$ cat src/rtl/timer_capture.sv
// timer_capture: measures the delay from arming to an edge on an asynchronous
// event line, in prescaled ticks of 2**TIMER_ADDITIONAL_BITS clk cycles.
//
// Ports:
//   clk               system clock, all state changes on the rising edge
//   rst               synchronous active-low reset
//   write             control write strobe (data_in[0]=ARM, data_in[1]=EDGE)
//   data_in           control word; bits 31:2 ignored
//   event_in          asynchronous event line
//   read              acknowledge strobe, clears a pending capture
//   capture_interrupt high while a capture is pending
//   data_out          last captured tick count
//   busy              high while armed
//
// TIMER_ADDITIONAL_BITS must be at least 1; SYNC_STAGES below 2 is raised to 2.
module timer_capture #(
  parameter int unsigned TIMER_ADDITIONAL_BITS = 8,
  parameter int unsigned SYNC_STAGES           = 2
) (
  input  logic        clk,
  input  logic        rst,
  input  logic        write,
  input  logic [31:0] data_in,
  input  logic        event_in,
  input  logic        read,
  output logic        capture_interrupt,
  output logic [31:0] data_out,
  output logic        busy
);

  localparam int unsigned PW = TIMER_ADDITIONAL_BITS;
  localparam int unsigned CW = 32;
  localparam int unsigned SS = (SYNC_STAGES < 2) ? 2 : SYNC_STAGES;

  typedef enum logic [1:0] {
    IDLE     = 2'd0,
    ARMED    = 2'd1,
    CAPTURED = 2'd2
  } state_t;

  state_t          state_q, state_d;
  logic [PW-1:0]   presc_q, presc_d;
  logic [CW-1:0]   count_q, count_d;
  logic [CW-1:0]   data_d;
  logic            pol_q, pol_d;
  logic [SS-1:0]   sync_q;
  logic            hist_q;
  logic            sync_lvl;
  logic            edge_det;
  logic            presc_wrap;
  logic            ctrl_unused;

  assign ctrl_unused = ^data_in[31:2];

  // Synchronizer and history run in every state so arming never sees a stale edge.
  always_ff @(posedge clk) begin
    if (!rst) begin
      sync_q <= '0;
      hist_q <= 1'b0;
    end else begin
      sync_q <= {sync_q[SS-2:0], event_in};
      hist_q <= sync_q[SS-1];
    end
  end

  assign sync_lvl   = sync_q[SS-1];
  assign edge_det   = pol_q ? (hist_q & ~sync_lvl) : (~hist_q & sync_lvl);
  assign presc_wrap = &presc_q;

  // State and datapath registers.
  always_ff @(posedge clk) begin
    if (!rst) begin
      state_q  <= IDLE;
      presc_q  <= '0;
      count_q  <= '0;
      data_out <= '0;
      pol_q    <= 1'b0;
    end else begin
      state_q  <= state_d;
      presc_q  <= presc_d;
      count_q  <= count_d;
      data_out <= data_d;
      pol_q    <= pol_d;
    end
  end

  // Next-state logic: write beats everything (including a same-cycle edge or read).
  always_comb begin
    state_d = state_q;
    presc_d = presc_q;
    count_d = count_q;
    data_d  = data_out;
    pol_d   = pol_q;

    if (write) begin
      if (data_in[0]) begin
        state_d = ARMED;
        presc_d = '0;
        count_d = '0;
        pol_d   = data_in[1];
      end else begin
        state_d = IDLE;
      end
    end else begin
      case (state_q)
        IDLE: ;
        ARMED: begin
          presc_d = presc_q + PW'(1);
          if (edge_det) begin
            // Capture the count of this cycle, before any increment.
            data_d  = count_q;
            state_d = CAPTURED;
          end else if (presc_wrap) begin
            if (&count_q) begin
              // Saturated count followed by another full tick: timeout.
              data_d  = '1;
              state_d = CAPTURED;
            end else begin
              count_d = count_q + CW'(1);
            end
          end
        end
        CAPTURED: begin
          if (read) state_d = IDLE;
        end
        default: state_d = IDLE;
      endcase
    end
  end

  // Status outputs are registered copies of the next state.
  always_ff @(posedge clk) begin
    if (!rst) begin
      busy              <= 1'b0;
      capture_interrupt <= 1'b0;
    end else begin
      busy              <= (state_d == ARMED);
      capture_interrupt <= (state_d == CAPTURED);
    end
  end

endmodule

$ cat config.mk
export PLATFORM = sky130hd
export DESIGN_NAME = timer_capture
export DESIGN_NICKNAME = d
export VERILOG_FILES = /design/src/rtl/timer_capture.sv
export SDC_FILE = /design/constraint.sdc
export NUM_CORES = 1
export LEC_CHECK = 0
export ABC_CLOCK_PERIOD_IN_PS = 2400
export BUFFER_PORTS_ARGS = -buffer_cell sky130_fd_sc_hd__buf_4
export CORE_MARGIN = 8
export CORE_UTILIZATION = 54
export CTS_CLUSTER_DIAMETER = 50
export CTS_CLUSTER_SIZE = 16
export DETAILED_ROUTE_END_ITERATION = 16
export HOLD_SLACK_MARGIN = 0.15
export PLACE_DENSITY = 0.79
export SYNTH_ARGS = -nofsm -noshare
export SYNTH_HDL_FRONTEND = slang
export SYNTH_SLANG_ARGS = --single-unit
$ cat constraint.sdc
create_clock -name clk -period 2.4 [get_ports clk]
set_input_delay 0.12 -clock clk [delete_from_list [all_inputs] [get_ports clk]]
set_output_delay 0.12 -clock clk [all_outputs]
set_load 0.05 [all_outputs]
==> results.sh, run 1 <==
export IMPL_die_area_um2=9020
export IMPL_grt_pass1_wl_um=12800
export IMPL_mappedNetlistNets=386
export IMPL_clock_sinks=80
export IMPL_cp_cell_sequence="ha_1 -> and3_1 -> and4bb_2 -> nand3_2 -> o21ba_2 -> o22ai_1 -> dlygate4sd3_1"
export IMPL_synth_enable_flop_cells=0
export IMPL_grt_remaining_overflow=0
export IMPL_grtUsageTotal=0.176
export IMPL_grt_max_degree=49
export IMPL_syn_inst=347
export IMPL_layout_min_cycle_time_ns=2.29
export IMPL_finalHoldViolCount=0
export IMPL_die_height_um=95.0
export IMPL_setup_ws_ns=0.108
export IMPL_numCtsBuffers=9
export IMPL_status="finished clean"
export IMPL_htree_levels=3
export IMPL_slowest_stage="dlygate4sd3_1"
export IMPL_start_util=0.562
export IMPL_syn_area_um2=3370
export IMPL_core_area_um2=5990
export IMPL_relSlewSlack=0.572
export IMPL_cp_arrival_ns=2.58
export IMPL_post_dp_hpwl_um=5010
export IMPL_postPlaceCellArea_um2=3740
export IMPL_io_buffers=40
export IMPL_power_leakage_nw=1.53
export IMPL_slowest_delay_ns=0.56
export IMPL_ys_warn_count=0
export IMPL_ys_seq_area_frac=0.476
export IMPL_required_ns=2.69
export IMPL_path_clk_slew_ns=0.07
export IMPL_slew_violations=0
export IMPL_vias=2872
export IMPL_clock_skew_ns=0.00746
export IMPL_rr_startpoint="count_q[0]"
export IMPL_grt_pass1_vias=2736
export IMPL_gp_congestion=0.808
export IMPL_irDropWorstVdd_mv=0.442
export IMPL_drv_cap=0
export IMPL_fmax_ghz=0.436
export IMPL_routed_via_density=6.07
export IMPL_r2r_end="state_q[1]"
export IMPL_layout_drive_gt1_share=0.299
export IMPL_period_share=0.955
export IMPL_worst_r2r_setup_slack_ns=0.11
export IMPL_cts_setup_buffers=0
export IMPL_synth_cell_type_count=49
export IMPL_worst_path_max_fanout=6
export IMPL_worst_hold_path_type="primary input to register"
export IMPL_routed_wl_um=7500
export IMPL_antennaDiodeCount=0
export IMPL_crit_start="count_q[0]"
export IMPL_pin_count=71
export IMPL_critical_path_class="register to register"
export IMPL_synth_main_ff_cell="dfxtp_1"
export IMPL_dr_pass1_iters=4
export IMPL_worstMarginPinSlew_ns=0.635
export IMPL_fin_tns_setup_ns=0
export IMPL_cp_endpoint="state_q[1]"
export IMPL_power_density_nw_per_um2=634
export IMPL_critPathLaunchType="register"
export IMPL_grt_antenna_before_repair=0
export IMPL_root_buffer="clkbuf_8"
export IMPL_cts_path_max_buffers=2
export IMPL_setup_viol=0
export IMPL_nets=434
export IMPL_fill_cells=466
export IMPL_rr_worst_depth=7
export IMPL_ant_nets=0
export IMPL_cts_tree="done"
export IMPL_drt_initial_drc_count=167
export IMPL_fp_dieW_um=95.0
export IMPL_design_area_um2=4060
export IMPL_detailedPlace_worstSlack_ns=0.0945
export IMPL_synthToLayoutAreaGrowth_pct=20.7
export IMPL_synth_seq_cells=80
export IMPL_wire_per_inst_um=15.8
export IMPL_async_flop_share=0
export IMPL_drcViolationCount=0
export IMPL_end_kind="register"
export IMPL_syn_area_per_cell_um2=9.70
export IMPL_placement_rows=28
export IMPL_total_power_w=0.00258
export IMPL_clk_insertion_delay_late_ns=0.34
-- Yosys cell counts, types with 2 or more instances --
master | number | area, µm²
clkbuf_1 | 12 | 45.0
o22ai_1 | 2 | 12.5
a31oi_1 | 2 | 12.5
o211ai_1 | 5 | 37.5
dfxtp_1 | 80 | 1600
o21ai_0 | 12 | 60.1
xor2_1 | 12 | 105
a21boi_0 | 6 | 45.0
ha_1 | 2 | 25.0
a21oi_1 | 13 | 65.1
or3_2 | 2 | 15.0
nand3_1 | 21 | 105
nand4_1 | 20 | 125
or4_1 | 9 | 67.6
nor4_1 | 2 | 12.5
nor2_1 | 21 | 78.8
nor3_1 | 3 | 15.0
o221a_2 | 32 | 360
nand2_1 | 29 | 109
xnor2_1 | 2 | 17.5
and2_1 | 6 | 37.5
o31ai_1 | 5 | 37.5
and3_1 | 6 | 37.5
buf_2 | 3 | 15.0
or3_1 | 8 | 50.1
inv_1 | 6 | 22.5
o21a_1 | 2 | 15.0
buf_6 | 3 | 33.8
-- worst max-delay path, delay by kind of cell, from the launching register on --
kind	cells	cell delay, ns
compound gates	2	0.44
fa+ha+maj	1	0.23
buf+inv	1	0.56
flops	1	0.40
simple gates	3	0.62
-- worst min-delay path by stage --
stage / startpoint / endpoint / slack, ns / depth (start not counted)
floorplan: read / capture_interrupt / 0.21 / 1
global placement: read / state_q[1] / 0.31 / 2
detailed placement: read / capture_interrupt / 0.32 / 2
CTS: rst / count_q[18] / 0.28 / 4
global route: rst / count_q[18] / 0.31 / 4
finish: rst / count_q[18] / 0.30 / 4
-- sequential cells by signal, indices dropped and copies added (netlist names) --
signal / flops
busy: 1
pol_q: 1
capture_interrupt: 1
hist_q: 1
count_q: 32
data_out: 32
sync_q: 2
state_q: 2
presc_q: 8
-- cell type report --
| type | instances | area (µm²) | area share |
|---|---|---|---|
| sequential | 80 | 1610 | 0.395 |
| clock buffer | 10 | 128 | 0.0314 |
| multi-input combinational | 241 | 1670 | 0.411 |
| clock inverter | 4 | 95.1 | 0.0234 |
| inverter | 6 | 22.5 | 0.00554 |
| tap | 75 | 93.8 | 0.0231 |
| timing repair buffer | 57 | 447 | 0.110 |
-- metal layers --
layer | track usage | routed length (µm) | share of wire | vias up
met1 | 0.212 | 3340 | 0.45 | 1376
met4 | 0.0533 | 67 | 0.0089 | 0
met5 | 0 | 0 | 0 | -
li1 | - | - | - | 1424
met2 | 0.291 | 3660 | 0.49 | 66
met3 | 0.0556 | 430 | 0.057 | 6
-- kinds of logic after synthesis --
kind of cell,synth area share
xor+xnor,0.0364
flops,0.476
fa+ha+maj,0.00743
compound gates,0.204
simple gates,0.238
buf+inv,0.0386
-- repair_timing --
action,CTS,global route
hold buffers,6,0
endpoints found under the hold margin,5,0
gates resized for setup,0,12
endpoints found under the setup margin,0,11
-- power breakdown --
group / switching (W) / total [W] / internal (W)
clock: 0.000443 / 0.00112 / 0.000678
combinational: 0.0000725 / 0.000113 / 0.0000405
sequential: 0.00000555 / 0.00134 / 0.00134
-- placed cells by master, fill, tap and decap left out, types with 3 or more instances in the layout --
| cell type | Yosys | final |
|---|---|---|
| nor2_1 | 21 | 21 |
| nand4_1 | 20 | 20 |
| or3_1 | 8 | 8 |
| bufinv_16 | 0 | 3 |
| o221a_2 | 32 | 32 |
| dfxtp_2 | 0 | 4 |
| o21ai_0 | 12 | 12 |
| dlygate4sd3_1 | 0 | 6 |
| a21oi_1 | 13 | 12 |
| and3_1 | 6 | 6 |
| nand3_1 | 21 | 20 |
| dfxtp_1 | 80 | 76 |
| nor3_1 | 3 | 3 |
| a21boi_0 | 6 | 6 |
| o211ai_1 | 5 | 5 |
| clkbuf_8 | 0 | 9 |
| and2_1 | 6 | 6 |
| inv_1 | 6 | 6 |
| buf_4 | 0 | 50 |
| nand2_1 | 29 | 28 |
| xor2_1 | 12 | 12 |
| or4_1 | 9 | 9 |
| o31ai_1 | 5 | 5 |
-- through the flow --
step | util | instances | hold slack (ns)
finish | 0.678 | 473 | 0.300
global route | 0.678 | 473 | 0.311
CTS | 0.671 | 473 | 0.284
detailed placement | 0.624 | 453 | 0.317
global placement | 0.624 | 453 | 0.312
floorplan | - | 347 | 0.214
(Power assumes the default switching activity.)
==> inputs of run 2 (changes only) <==
Settings changed: MAX_ROUTING_LAYER from default to met4.
==> run 2 against run 1 <==
- via count rose by 0.84%
- die area did not move
- sequential power barely moved
- design area rose by 0.92%
==> results.sh, run 2 (same netlist as run 1, synthesis figures left out) <==
export IMPL_irDropWorstVdd_mv=0.445
export IMPL_path_clk_slew_ns=0.08
export IMPL_power_leakage_nw=1.54
export IMPL_fin_hold_ws_ns=0.291
export IMPL_vias=2896
export IMPL_worst_hold_path_type="primary input to register"
export IMPL_slowest_delay_ns=0.56
export IMPL_total_power_w=0.00258
export IMPL_start_util=0.562
export IMPL_grt_pass1_wl_um=12800
export IMPL_htree_levels=3
export IMPL_worst_path_max_fanout=6
export IMPL_core_area_um2=5990
export IMPL_numCtsBuffers=9
export IMPL_nets=436
export IMPL_layout_min_cycle_time_ns=2.29
export IMPL_ant_nets=0
export IMPL_setup_viol=0
export IMPL_io_buffers=40
export IMPL_worstMarginPinSlew_ns=0.635
export IMPL_end_kind="register"
export IMPL_layout_common_cells="dfxtp_1 (75), buf_4 (51), o221a_2 (32)"
export IMPL_finalHoldViolCount=0
export IMPL_final_common_cell="dfxtp_1"
export IMPL_grt_pass1_vias=2736
export IMPL_wire_per_inst_um=16.1
export IMPL_required_ns=2.69
export IMPL_gp_congestion=0.820
export IMPL_synthToLayoutAreaGrowth_pct=21.8
export IMPL_grtUsageTotal=0.181
export IMPL_antennaDiodeCount=0
export IMPL_clock_skew_ns=0.00727
export IMPL_routed_via_density=6.10
export IMPL_power_density_nw_per_um2=629
export IMPL_placement_rows=28
export IMPL_hold_start="rst"
export IMPL_slew_violations=0
export IMPL_dr_pass1_iters=5
export IMPL_cts_tree="done"
export IMPL_period_share=0.954
export IMPL_drv_cap=0
export IMPL_slowest_stage="dlygate4sd3_1"
export IMPL_layout_drive_gt1_share=0.315
export IMPL_cp_cell_sequence="ha_2 -> and3_1 -> and4bb_2 -> nand3_2 -> o21ba_2 -> o22ai_1 -> dlygate4sd3_1"
export IMPL_drcViolationCount=0
export IMPL_pin_count=71
export IMPL_grt_max_degree=49
export IMPL_cp_arrival_ns=2.58
export IMPL_relSlewSlack=0.573
export IMPL_fin_util=0.684
export IMPL_critical_path_class="register to register"
export IMPL_grt_antenna_before_repair=0
export IMPL_drt_initial_drc_count=156
export IMPL_clock_sinks=80
export IMPL_reg_largest_list="count_q x32, data_out x32, presc_q x8"
export IMPL_routed_wl_um=7630
export IMPL_crit_start="count_q[0]"
export IMPL_fmax_ghz=0.437
export IMPL_critPathLaunchType="register"
export IMPL_rr_startpoint="count_q[0]"
export IMPL_cts_path_max_buffers=2
export IMPL_die_area_um2=9020
export IMPL_die_height_um=95.0
export IMPL_clk_insertion_delay_late_ns=0.34
export IMPL_status="finished clean"
export IMPL_post_dp_hpwl_um=5010
export IMPL_grt_remaining_overflow=0
export IMPL_fp_dieW_um=95.0
export IMPL_root_buffer="clkbuf_8"
-- run 2: final timing paths --
path / slack [ns] / to / cells after the start
max: 0.11 / state_q[1] / 7
min: 0.29 / presc_q[2] / 4
max reg2reg: 0.11 / state_q[1] / 7
min reg2reg: 0.43 / sync_q[1] / 1
-- run 2: report_power, final --
part	switching, W	internal, W	total [W]
clock	0.000446	0.000678	0.00112
combinational	0.0000725	0.0000405	0.000113
sequential	0.00000560	0.00134	0.00134
total	0.000524	0.00206	0.00258
-- run 2: critical path: cells and delay by family (launching register included) --
family	cells	cell delay, ns
buffers and inverters	1	0.56
adders and majority gates	1	0.23
AOI/OAI and AO/OA	2	0.44
and+or+nand+nor	3	0.62
DFF	1	0.40
-- run 2: layout make-up --
type / count / area [µm²]
clock buffer: 10 / 128
sequential: 80 / 1610
tap: 75 / 93.8
clock inverter: 4 / 95.1
timing repair buffer: 59 / 459
fill: 458 / 1890
inverter: 6 / 22.5
multi-input combinational: 241 / 1690
-- run 2: per-stage QoR --
stage | cells | setup TNS, ns | cell area (µm²) | setup WS (ns)
after floorplan | 347 | 0 | 3370 | 0.320
after global placement | 453 | 0 | 3740 | 0.128
after detailed placement | 453 | 0 | 3740 | 0.0945
after CTS | 473 | 0 | 4020 | 0.0436
after global routing | 475 | -0.0257 | 4100 | -0.0145
final | 475 | 0 | 4100 | 0.110
-- run 2: layer usage --
layer,wire length [µm],global-route usage
met5,0,-
met2,3710,0.291
met4,109,0.0533
met1,3380,0.213
met3,431,0.0540
-- run 2: repair_timing --
| action | 4_1_cts | 5_1_grt |
|---|---|---|
| setup endpoints to repair | 0 | 11 |
| gates resized for setup | 0 | 19 |
| hold buffers | 6 | 0 |
| endpoints found under the hold margin | 5 | 0 |
| buffers inserted | 0 | 1 |
==> inputs of run 3 (changes only) <==
Settings changed: ABC_CLOCK_PERIOD_IN_PS 2400 to 1850, CORE_UTILIZATION 54 to 49, PLACE_DENSITY 0.79 to 0.76.
Clock period 2.4 ns to 1.85 ns, I/O delays scaled along.
==> run 3 against run 2 <==
- the run now ends with setup timing left
- worst setup slack got worse by 0.32 ns
- utilization is 6.6 points higher
- register-to-register slack got worse by 0.32 ns
- die area rose by 8.5%
- non-clock buffer count is 75 higher
- clock skew up 0.0010 ns
- critical path type unchanged
- critical endpoint is now count_q[30]
- largest cell class unchanged
- largest power group unchanged
- highest routed layer unchanged
==> results.sh, run 3 (same netlist as run 1, synthesis figures left out) <==
export IMPL_status="finished with violations"
export IMPL_violations="setup timing"
export IMPL_fp_dieW_um=98.9
export IMPL_cp_endpoint="count_q[30]"
export IMPL_rr_worst_depth=8
export IMPL_antennaDiodeCount=0
export IMPL_seqPwrFrac=0.519
export IMPL_io_buffers=40
export IMPL_gp_congestion=0.853
export IMPL_final_common_cell="buf_4"
export IMPL_dp_cells=521
export IMPL_rsz0062_at_grt="yes"
export IMPL_grt_antenna_before_repair=0
export IMPL_root_buffer="clkbuf_8"
export IMPL_hold_depth=5
export IMPL_synthToLayoutAreaGrowth_pct=49.7
export IMPL_irDropWorstVdd_mv=0.772
export IMPL_routed_wl_um=10400
export IMPL_clk_insertion_delay_late_ns=0.35
export IMPL_drt_initial_drc_count=263
export IMPL_vias=3404
export IMPL_rr_startpoint="presc_q[1]"
export IMPL_grt_pass1_wl_um=16000
export IMPL_placement_rows=30
export IMPL_dr_pass1_iters=5
export IMPL_p_sw_frac=0.225
export IMPL_grt_pass1_vias=3324
export IMPL_highest_signal_layer="met4"
export IMPL_layout_min_cycle_time_ns=2.06
export IMPL_routed_via_density=6.11
export IMPL_clock_skew_ns=0.00831
export IMPL_reg_largest_list="count_q x32, data_out x32, presc_q x8"
export IMPL_finalNonFillerCells=557
export IMPL_post_dp_hpwl_um=6120
export IMPL_finalHoldViolCount=0
export IMPL_cts_tree="done"
export IMPL_die_area_um2=9780
export IMPL_grt_max_degree=26
export IMPL_p_comb_frac=0.056
export IMPL_r2r_end="count_q[30]"
export IMPL_die_height_um=98.9
export IMPL_required_ns=2.15
export IMPL_switching_power_w=0.000754
export IMPL_cp_arrival_ns=2.35
export IMPL_layout_drive_gt1_share=0.470
export IMPL_relSlewSlack=0.736
export IMPL_wl_met1_um=4250
export IMPL_cts_path_max_buffers=2
export IMPL_detailedPlace_worstSlack_ns=-0.218
export IMPL_met3WireLength_um=556
export IMPL_drcViolationCount=0
export IMPL_power_density_nw_per_um2=665
export IMPL_critPathLaunchType="register"
export IMPL_critical_path_class="register to register"
export IMPL_ant_nets=0
export IMPL_worst_r2r_setup_slack_ns=-0.21
export IMPL_fmax_ghz=0.486
export IMPL_crit_start="presc_q[1]"
export IMPL_intPower_w=0.00260
export IMPL_grt_remaining_overflow=0
export IMPL_drv_cap=0
export IMPL_clock_sinks=80
export IMPL_grtUsageTotal=0.205
export IMPL_nets=511
export IMPL_setup_ws_ns=-0.206
export IMPL_wl_met2_um=5370
export IMPL_pin_count=71
export IMPL_layout_common_cells="buf_4 (113), dfxtp_1 (67), nand2_1 (26)"
export IMPL_start_util=0.501
export IMPL_worstMarginPinSlew_ns=0.392
export IMPL_setup_viol=58
export IMPL_path_clk_slew_ns=0.08
export IMPL_core_area_um2=6720
export IMPL_worst_path_max_fanout=7
export IMPL_numCtsBuffers=9
export IMPL_slew_violations=0
export IMPL_power_leakage_nw=2.01
export IMPL_power_frac_clock=0.425
export IMPL_worst_hold_path_type="primary input to register"
export IMPL_wire_per_inst_um=18.6
export IMPL_period_share=1.11
export IMPL_htree_levels=3
export IMPL_end_kind="register"
==> run 3: worst max-delay path, cell delays in order (launching register included) <==
cell	delay [ns]
dfxtp_2	0.36
ha_4	0.13
and4_1	0.19
nand4_1	0.14
buf_4	0.19
o41ai_4	0.30
nand3_2	0.17
or4_1	0.44
nand2_1	0.08
==> run 3: power by group through the flow <==
stage	registers, W	logic [W]	clock network (W)
2_1_floorplan	0.00181	0.0000700	0
3_3_place_gp	0.00178	0.000144	0
3_5_place_dp	0.00178	0.000148	0
4_1_cts	0.00174	0.000180	0.00144
5_1_grt	0.00174	0.000200	0.00151
6_report	0.00174	0.000188	0.00142
==> run 3: through the flow <==
| step | hold slack [ns] | area, µm² | utilization | TNS, ns | power, W |
|---|---|---|---|---|---|
| floorplan | 0.187 | 3420 | - | -3.13 | 0.00188 |
| global placement | 0.281 | 4250 | 0.633 | -3.32 | 0.00193 |
| detailed placement | 0.285 | 4250 | 0.633 | -5.58 | 0.00193 |
| global route | 0.239 | 5040 | 0.750 | -11.83 | 0.00345 |
| finish | 0.224 | 5040 | 0.750 | -7.11 | 0.00335 |
| CTS | 0.215 | 4900 | 0.729 | -4.61 | 0.00336 |
==> run 3: routing by layer <==
layer	vias up	global-route usage
li1	1572	-
met2	123	0.343
met5	-	-
met1	1690	0.230
met4	0	0.0697
met3	19	0.0578
==> run 3: area by class of cell <==
class                   count  area, µm²
flip-flops and latches     80       1620
well taps                  80        100
clock buffers              10        138
inverters                   6       22.5
clock inverters             6       82.6
repair buffers            134       1120
multi-input cells         241       1960
fillers                   420       1680
==> run 3: worst min-delay path by stage <==
stage | endpoint | start | slack, ns
after floorplan | capture_interrupt | read | 0.19
after global placement | state_q[1] | read | 0.28
after detailed placement | capture_interrupt | read | 0.28
after CTS | presc_q[3] | write | 0.21
after global routing | presc_q[1] | write | 0.24
final | presc_q[1] | write | 0.22
==> run 3: repair_timing <==
action | 4_1_cts | 5_1_grt
hold buffers | 6 | 0
pin swaps | 21 | 19
gates cloned | 3 | 0
setup buffers | 9 | 2
setup endpoints to repair | 57 | 64
hold endpoints to repair | 25 | 0
resized for setup | 46 | 26
